**src/rtl/skin_bbox_tracker.sv**
```systemverilog
// Per-frame bounding box and pixel count of a 1-bit skin mask stream.
// Frames chain automatically once aligned by iSOF; the input is never stalled.
module skin_bbox_tracker #(
  parameter int unsigned H_RES     = 320,
  parameter int unsigned V_RES     = 240,
  parameter int unsigned MIN_COUNT = 64,
  parameter int unsigned CW        = 10
) (
  input  logic          iclk,
  input  logic          irst,
  input  logic          iSOF,
  input  logic          iDATA,
  input  logic          iDVAL,
  output logic          oVALID,
  output logic          oFOUND,
  output logic [CW-1:0] oX_MIN,
  output logic [CW-1:0] oX_MAX,
  output logic [CW-1:0] oY_MIN,
  output logic [CW-1:0] oY_MAX,
  output logic [16:0]   oCOUNT
);

  localparam logic [0:0] StWaitSof = 1'b0;
  localparam logic [0:0] StActive  = 1'b1;

  localparam logic [CW-1:0] XLast  = CW'(H_RES - 1);
  localparam logic [CW-1:0] YLast  = CW'(V_RES - 1);
  localparam logic [16:0]   CntMax = '1;
  localparam logic [16:0]   MinCnt = 17'(MIN_COUNT);

  logic [0:0]    state_q, state_d;
  logic [CW-1:0] col_q, col_d, row_q, row_d;
  logic [CW-1:0] xmin_q, xmin_d, xmax_q, xmax_d, ymin_q, ymin_d, ymax_q, ymax_d;
  logic [16:0]   cnt_q, cnt_d;
  logic          valid_q, valid_d, found_q, found_d;
  logic [CW-1:0] ox_min_q, ox_min_d, ox_max_q, ox_max_d;
  logic [CW-1:0] oy_min_q, oy_min_d, oy_max_q, oy_max_d;
  logic [16:0]   count_q, count_d;

  // Base values after an optional iSOF, so a coincident pixel lands on (0,0).
  logic [CW-1:0] b_col, b_row, b_xmin, b_xmax, b_ymin, b_ymax;
  logic [16:0]   b_cnt, p_cnt;
  logic [CW-1:0] p_xmin, p_xmax, p_ymin, p_ymax;
  logic          take, hit, last, found;

  always_comb begin
    b_col  = iSOF ? '0    : col_q;
    b_row  = iSOF ? '0    : row_q;
    b_xmin = iSOF ? XLast : xmin_q;
    b_xmax = iSOF ? '0    : xmax_q;
    b_ymin = iSOF ? YLast : ymin_q;
    b_ymax = iSOF ? '0    : ymax_q;
    b_cnt  = iSOF ? '0    : cnt_q;

    take = iDVAL && (iSOF || (state_q == StActive));
    hit  = take && iDATA;
    last = take && (b_col == XLast) && (b_row == YLast);

    p_cnt  = (hit && (b_cnt != CntMax)) ? b_cnt + 17'd1 : b_cnt;
    p_xmin = (hit && (b_col < b_xmin)) ? b_col : b_xmin;
    p_xmax = (hit && (b_col > b_xmax)) ? b_col : b_xmax;
    p_ymin = (hit && (b_row < b_ymin)) ? b_row : b_ymin;
    p_ymax = (hit && (b_row > b_ymax)) ? b_row : b_ymax;
    found  = p_cnt >= MinCnt;

    state_d = iSOF ? StActive : state_q;
    col_d   = b_col;
    row_d   = b_row;
    xmin_d  = b_xmin;
    xmax_d  = b_xmax;
    ymin_d  = b_ymin;
    ymax_d  = b_ymax;
    cnt_d   = b_cnt;

    valid_d  = 1'b0;
    found_d  = found_q;
    ox_min_d = ox_min_q;
    ox_max_d = ox_max_q;
    oy_min_d = oy_min_q;
    oy_max_d = oy_max_q;
    count_d  = count_q;

    if (take) begin
      if (b_col == XLast) begin
        col_d = '0;
        row_d = (b_row == YLast) ? '0 : b_row + 1'b1;
      end else begin
        col_d = b_col + 1'b1;
      end
      xmin_d = p_xmin;
      xmax_d = p_xmax;
      ymin_d = p_ymin;
      ymax_d = p_ymax;
      cnt_d  = p_cnt;
    end

    if (last) begin
      xmin_d   = XLast;
      xmax_d   = '0;
      ymin_d   = YLast;
      ymax_d   = '0;
      cnt_d    = '0;
      valid_d  = 1'b1;
      found_d  = found;
      ox_min_d = found ? p_xmin : '0;
      ox_max_d = found ? p_xmax : '0;
      oy_min_d = found ? p_ymin : '0;
      oy_max_d = found ? p_ymax : '0;
      count_d  = p_cnt;
    end
  end

  always_ff @(posedge iclk or posedge irst) begin
    if (irst) begin
      state_q  <= StWaitSof;
      col_q    <= '0;
      row_q    <= '0;
      xmin_q   <= XLast;
      xmax_q   <= '0;
      ymin_q   <= YLast;
      ymax_q   <= '0;
      cnt_q    <= '0;
      valid_q  <= 1'b0;
      found_q  <= 1'b0;
      ox_min_q <= '0;
      ox_max_q <= '0;
      oy_min_q <= '0;
      oy_max_q <= '0;
      count_q  <= '0;
    end else begin
      state_q  <= state_d;
      col_q    <= col_d;
      row_q    <= row_d;
      xmin_q   <= xmin_d;
      xmax_q   <= xmax_d;
      ymin_q   <= ymin_d;
      ymax_q   <= ymax_d;
      cnt_q    <= cnt_d;
      valid_q  <= valid_d;
      found_q  <= found_d;
      ox_min_q <= ox_min_d;
      ox_max_q <= ox_max_d;
      oy_min_q <= oy_min_d;
      oy_max_q <= oy_max_d;
      count_q  <= count_d;
    end
  end

  assign oVALID = valid_q;
  assign oFOUND = found_q;
  assign oX_MIN = ox_min_q;
  assign oX_MAX = ox_max_q;
  assign oY_MIN = oy_min_q;
  assign oY_MAX = oy_max_q;
  assign oCOUNT = count_q;

endmodule

```
**config.mk**
```make
export PLATFORM = sky130hd
export DESIGN_NAME = skin_bbox_tracker
export DESIGN_NICKNAME = d
export VERILOG_FILES = /design/src/rtl/skin_bbox_tracker.sv
export SDC_FILE = /design/constraint.sdc
export NUM_CORES = 1
export LEC_CHECK = 0
export BUFFER_PORTS_ARGS = -buffer_cell sky130_fd_sc_hd__buf_2
export CAP_MARGIN = 20
export CORE_MARGIN = 4
export CORE_UTILIZATION = 55
export DETAILED_ROUTE_END_ITERATION = 8
export PLACE_DENSITY = 0.82
export SLEW_MARGIN = 30
export SYNTH_ARGS = -nofsm -noshare
export SYNTH_HDL_FRONTEND = slang
export SYNTH_SLANG_ARGS = --single-unit
```
**constraint.sdc**
```tcl
create_clock -name iclk -period 4.99 [get_ports iclk]
set_input_delay 0.998 -clock iclk [delete_from_list [all_inputs] [get_ports iclk]]
set_output_delay 0.998 -clock iclk [all_outputs]
set_load 0.01 [all_outputs]
```
==> Yosys cells after proc, flatten, opt, wreduce, memory -nomap -nowiden <==
Index checks and enable logic that the tools add are counted.
Widths: inputs -> output; s select.
{ "word_totals": {"output_inout_bits": 59, "input_bits": 5, "regBits": 137, "elab_cells": 68} }
{ "classes": {"muxes": 32, "reduce_logical": 10, "add_sub_neg": 3, "n_lt_le_gt_ge": 5, "n_eq_ne": 3} }
{ "ops": {"columns": ["op", "count"], "rows": [
  ["$mux 10", 27],
  ["$mux 17", 4],
  ["$add 10x1->10 const B", 2],
  ["$gt 10x10->1", 2],
  ["$lt 10x10->1", 2],
  ["$add 17x1->17 const B", 1],
  ["$ge 17x7->1 const B", 1],
  ["$ne 17x17->1 const B", 1],
  ["$eq 10x8->1 const B", 1],
  ["$eq 10x9->1 const B", 1],
  ["$logic_and 1x1->1", 9],
  ["$logic_or 1x1->1", 1],
  ["$mux 1", 1]
]} }

==> Depth between registers and ports, before layout <==
{ "logic_depth": {"ltp_word": 7, "depth_mapped": 21, "mapped_depth_nobuf": 15} }

==> Worst setup path before layout <==
OpenSTA, ideal clock, no wires.
{ "synth_path": {"path_kind": "input-to-reg", "startpoint": "input port iSOF", "endpoint": "register oy_max_q[3] (netlist: oY_MAX[3])", "setup_ps": 80, "stages": 21, "required_time_ps": 4910, "slack_ps": 270, "t_arrival_ps": 4639, "path_buffers": 7, "cell_sequence": "buf_4 buf_4 buf_4 clkbuf_1 clkbuf_1 nor2b_1 ha_1 nand3b_1 nor2_1 nand3_1 nor2_1 ha_1 nand3b_2 or4_4 nor3_2 a21oi_1 nor3b_1 and4bb_1 buf_4 buf_6 nor3_2"} }
{ "synth_between": {"elab_chain_cells": 7, "word_cells_on_any_way": 20, "classes_between": "add/sub (1); order compare (2); eq/ne (3); mux (7); reduce/logical (7)"} }
{ "synth_lines": {"columns": ["item", "line", "source"], "rows": [
  ["start, declared", "11", "input logic iSOF,"],
  ["branches (longest 7 deep; another with $add 17x1->17)", null, null],
  ["end signal, assigned", "144", "oy_max_q <= oy_max_d;"],
  ["end, declared", "37", "logic [CW-1:0] oy_min_q, oy_min_d, oy_max_q, oy_max_d;"]
]} }
Parallel ways; which one is timed is not known.
A chain may end at the register's enable or synchronous reset.

==> Worst setup path in the final report <==
{ "layout_path": {"startpoint": "input port iSOF", "endpoint": "register oy_max_q[7] (netlist: oY_MAX[7])"} }
Same word-level chain as after synthesis.

==> results.rst <==
.. list-table::
   :header-rows: 1

   * - Metric
     - Value
   * - Number of CTS-inserted buffers
     - 17
   * - Avg Synthesized Cell Area
     - 8.95 um2
   * - Number of flops mapped to enable cells by yosys
     - 0
   * - Arrival time of data at the critical path endpoint
     - 4.44 ns
   * - Critical R2R Capture
     - oY_MAX[7]
   * - Flip-flop cell with the highest count after synthesis
     - sky130_fd_sc_hd__dfrtp_1
   * - CTS Root Cell
     - sky130_fd_sc_hd__clkbuf_16
   * - Pwr dens
     - 299 nW/um2
   * - Detailed placement HPWL
     - 13.5 mm
   * - Final Cycle Share
     - 83.3%
   * - Synthesis-to-layout area growth
     - 15.4%
   * - Sequential cell area in the final layout
     - 3450 um2
   * - Routed wire length per instance
     - 18.4 um
   * - Vias per cell
     - 6.03
   * - Count of buffers inserted at the top-level ports
     - 63
   * - #FFs+latches synth
     - 137
   * - Remaining antenna violation count
     - 0
   * - Clock Pin Slew Worst Setup and Hold Paths
     - 0.06 ns
   * - Run status
     - completed
   * - Routability congestion estimate
     - 0.968
   * - Buffer count from post-CTS setup fixing
     - 0
   * - Total number of vias
     - 6,673
   * - Worst supply voltage drop on vdd
     - 0.000221 V
   * - Count of final hold-check violations
     - 0
   * - Part of the total power dissipated in sequential elements
     - 43.5%
   * - Fin Clk Skew
     - 0.0111 ns
   * - DR DRC count
     - 0
   * - Switching power total
     - 586 uW
   * - Cell-internal power
     - 2.05 mW
   * - TritonCTS clock tree
     - yes
   * - Achievable Freq
     - 241 MHz
   * - First element of the critical path
     - iSOF
   * - Required arrival time at the worst endpoint
     - 5.28 ns
   * - Rows
     - 42
   * - Placeable core region
     - 13,500 um2
   * - Syn_nets
     - 902
   * - Area used by multi-input combinational logic
     - 3890 um2
   * - Worst reg-to-reg setup slack
     - 1.13 ns
   * - Total negative setup slack
     - 0 ns
   * - Leading cell types by total area after synthesis
     - sky130_fd_sc_hd__dfrtp_1 (40%), sky130_fd_sc_hd__nand2_1 (7.5%), sky130_fd_sc_hd__ha_1 (6.9%), sky130_fd_sc_hd__dfstp_2 (4.8%), sky130_fd_sc_hd__nor2_1 (4.4%)
   * - Fraction of synthesis flops using an asynchronous set or reset pin
     - 100%
   * - Switching share of power
     - 22.2%
   * - Clock Tree Buf Depth
     - 2
   * - Static power due to leakage
     - 4.23 nW
   * - Transition at the pin with the smallest max-transition slack
     - 0.793 ns
   * - R2R cell count
     - 16
   * - X dimension of the die
     - 126 um
   * - Boundary pin count
     - 64
   * - Proportion of netlist area held by the largest area contributor
     - 40.2%
   * - Combinational Power Share
     - 5.6%
   * - Worst hold path class
     - flip-flop to flip-flop
   * - Reg-to-Reg Start
     - cnt_q[0]
   * - First-pass GRT wire length
     - 33.3 mm
   * - Post_cts resized
     - 0
   * - Filler Cell Count
     - 1,105
   * - Total grt overflow
     - 0
   * - Cells after synthesis
     - 855
   * - Minimum clock period
     - 4.16 ns
   * - Number of pins exceeding their max-slew limit in the final report
     - 0
   * - Syn. warnings
     - 0
   * - Mapped Area
     - 7650 um2
   * - Height of the die
     - 126 um
   * - Max-capacitance violation count
     - 0
   * - DP Cell Count
     - 1,075
   * - Setup repair after global routing missed its margin
     - false
   * - Overall Global Routing Usage
     - 26.0%
   * - Sequential share of the synthesized area
     - 45.0%
   * - Post-synthesis cell type with the largest combined area
     - sky130_fd_sc_hd__dfrtp_1
   * - Via count of the first global-routing pass
     - 6,581
   * - Total Routed Length
     - 20.4 mm
   * - Post-synth cell types
     - 65
   * - Fin nets
     - 965
   * - # clock sinks
     - 137
   * - Number of levels the H-tree was split into
     - 4
   * - Critical Path Fanout Max
     - 41
   * - Starting DRC count in detailed routing
     - 610
   * - # diodes
     - 0
   * - Share of layout cells above drive strength 1
     - 17.7%
   * - Endpoint of the worst setup timing path
     - oY_MAX[7]
   * - Pin count of the biggest net entering global routing
     - 109
   * - Latest clock arrival within the worst-skew pair
     - 0.43 ns
   * - CTS hold repair buffers
     - 0
   * - Initial core utilization
     - 56.9%
   * - Clock share of power
     - 50.9%
   * - Kind of end point of the critical path
     - flip-flop
   * - Crit start category
     - input pin
   * - Slew Limit Headroom
     - 47.1%
   * - Critical Setup Path Class
     - input pin to flip-flop
   * - Number of antenna violations at the first check in global routing
     - 0
   * - Count of endpoints failing setup in the final report
     - 0
   * - Number of standard cells in the final layout excluding fillers
     - 1,107
   * - Die area
     - 15,900 um2
   * - First-pass iteration count of the detailed router
     - 7
-- logic make-up (layout without fill, tap and decap cells) --
group | count (synthesis) | after routing | share of synthesized area, %
simple gates | 373 | 373 | 24.1
compound gates | 186 | 186 | 14.7
flops | 137 | 137 | 45.0
buf+inv | 76 | 152 | 4.27
fa+ha+maj | 42 | 42 | 6.87
xor+xnor | 23 | 23 | 2.63
mux | 18 | 18 | 2.37
-- sequential cells by signal (all words and copies together), names as in the netlist --
signal,flops
oX_MIN,10
oVALID,1
xmin_q,10
oFOUND,1
oX_MAX,10
oY_MAX,10
xmax_q,10
oCOUNT,17
ymax_q,10
oY_MIN,10
state_q,1
col_q,10
cnt_q,17
row_q,10
ymin_q,10
-- through the flow --
step | utilization, % | total power [mW] | setup WS, ns | hold WS (ns) | area, um2
after floorplan | - | 1.27 | 0.270 | 0.488 | 7650
after global placement | 61.0 | 1.31 | 0.525 | 0.457 | 8210
after detailed placement | 61.0 | 1.31 | 0.437 | 0.470 | 8210
after CTS | 65.6 | 2.65 | 0.873 | 0.482 | 8830
after global routing | 65.7 | 2.73 | 0.613 | 0.512 | 8830
final | 65.7 | 2.64 | 0.834 | 0.479 | 8830
-- critical path, stage by stage --
cell and delay, ns:
sky130_fd_sc_hd__buf_2 0.11, sky130_fd_sc_hd__nand2b_4 0.14, sky130_fd_sc_hd__inv_1 0.07, sky130_fd_sc_hd__ha_1 0.23, sky130_fd_sc_hd__nand3b_1 0.18, sky130_fd_sc_hd__nor2_1 0.09, sky130_fd_sc_hd__nand3_1 0.09, sky130_fd_sc_hd__nor2_1 0.05
sky130_fd_sc_hd__ha_1 0.19, sky130_fd_sc_hd__nand4b_2 0.31, sky130_fd_sc_hd__nor3_2 0.43, sky130_fd_sc_hd__and4_1 0.36, sky130_fd_sc_hd__a21oi_1 0.10, sky130_fd_sc_hd__o21ai_1 0.25, sky130_fd_sc_hd__and4bb_2 0.26, sky130_fd_sc_hd__buf_4 0.44
sky130_fd_sc_hd__nor3_1 0.12
-- cell type report --
type                       count  area share, %
multi-input combinational    642           44.0
sequential                   137           39.0
timing repair buffer          91           6.09
clock buffer                  24           5.45
tap                          176           2.49
clock inverter                 8           1.61
inverter                      29           1.32
-- cells in the final DEF (no fill, tap or decap), types with 10 or more instances in the layout --
cell type                     n
sky130_fd_sc_hd__buf_4       27
sky130_fd_sc_hd__nand3_1     25
sky130_fd_sc_hd__inv_1       28
sky130_fd_sc_hd__dfrtp_1    123
sky130_fd_sc_hd__a21oi_1     61
sky130_fd_sc_hd__a22oi_1     10
sky130_fd_sc_hd__o21ai_0     63
sky130_fd_sc_hd__buf_2       63
sky130_fd_sc_hd__clkbuf_16   17
sky130_fd_sc_hd__nor2_1      89
sky130_fd_sc_hd__nand4_1     13
sky130_fd_sc_hd__o22ai_1     15
sky130_fd_sc_hd__nor3_1      14
sky130_fd_sc_hd__nor2b_1     22
sky130_fd_sc_hd__xnor2_1     17
sky130_fd_sc_hd__ha_1        42
sky130_fd_sc_hd__dfstp_2     14
sky130_fd_sc_hd__nand2_1    153
sky130_fd_sc_hd__mux2i_1     17
-- cells in the mapped netlist, types with 7 or more instances --
cell type / instances
sky130_fd_sc_hd__buf_4: 7
sky130_fd_sc_hd__nand3_1: 25
sky130_fd_sc_hd__o22ai_1: 15
sky130_fd_sc_hd__ha_1: 42
sky130_fd_sc_hd__dfrtp_1: 123
sky130_fd_sc_hd__xnor2_1: 17
sky130_fd_sc_hd__a22oi_1: 10
sky130_fd_sc_hd__dfstp_2: 14
sky130_fd_sc_hd__mux2i_1: 17
sky130_fd_sc_hd__a21oi_1: 61
sky130_fd_sc_hd__o21ai_0: 63
sky130_fd_sc_hd__nor2b_1: 22
sky130_fd_sc_hd__clkbuf_1: 29
sky130_fd_sc_hd__nand4_1: 13
sky130_fd_sc_hd__nor3_1: 15
sky130_fd_sc_hd__nand2_1: 153
sky130_fd_sc_hd__inv_1: 29
sky130_fd_sc_hd__nor2_1: 89
-- layer usage --
metal / global-route usage [%] / wire, um
met1: 34.1 / 8470
met2: 40.7 / 9680
met3: 5.00 / 1410
met4: 14.5 / 843
met5: 0 / 0
-- power by group through the flow --
stage          combinational (mW)  sequential [mW]  clock (mW)
2_1_floorplan               0.107             1.16           0
3_3_place_gp                0.140             1.17           0
3_5_place_dp                0.144             1.17           0
4_1_cts                     0.148             1.15        1.36
5_1_grt                     0.164             1.15        1.41
6_report                    0.148             1.15        1.34
-- worst min-delay path by stage --
stage	startpoint	endpoint	slack, ns	cells past startpoint
2_1_floorplan	row_q[4]	row_q[4]	0.49	1
3_3_place_gp	oCOUNT[9]	oCOUNT[9]	0.46	2
3_5_place_dp	oCOUNT[5]	oCOUNT[5]	0.47	2
4_1_cts	oCOUNT[8]	oCOUNT[8]	0.48	2
5_1_grt	oCOUNT[5]	oCOUNT[5]	0.51	2
6_report	oCOUNT[9]	oCOUNT[9]	0.48	2
No activity file was read; power rests on OpenSTA's default activity.
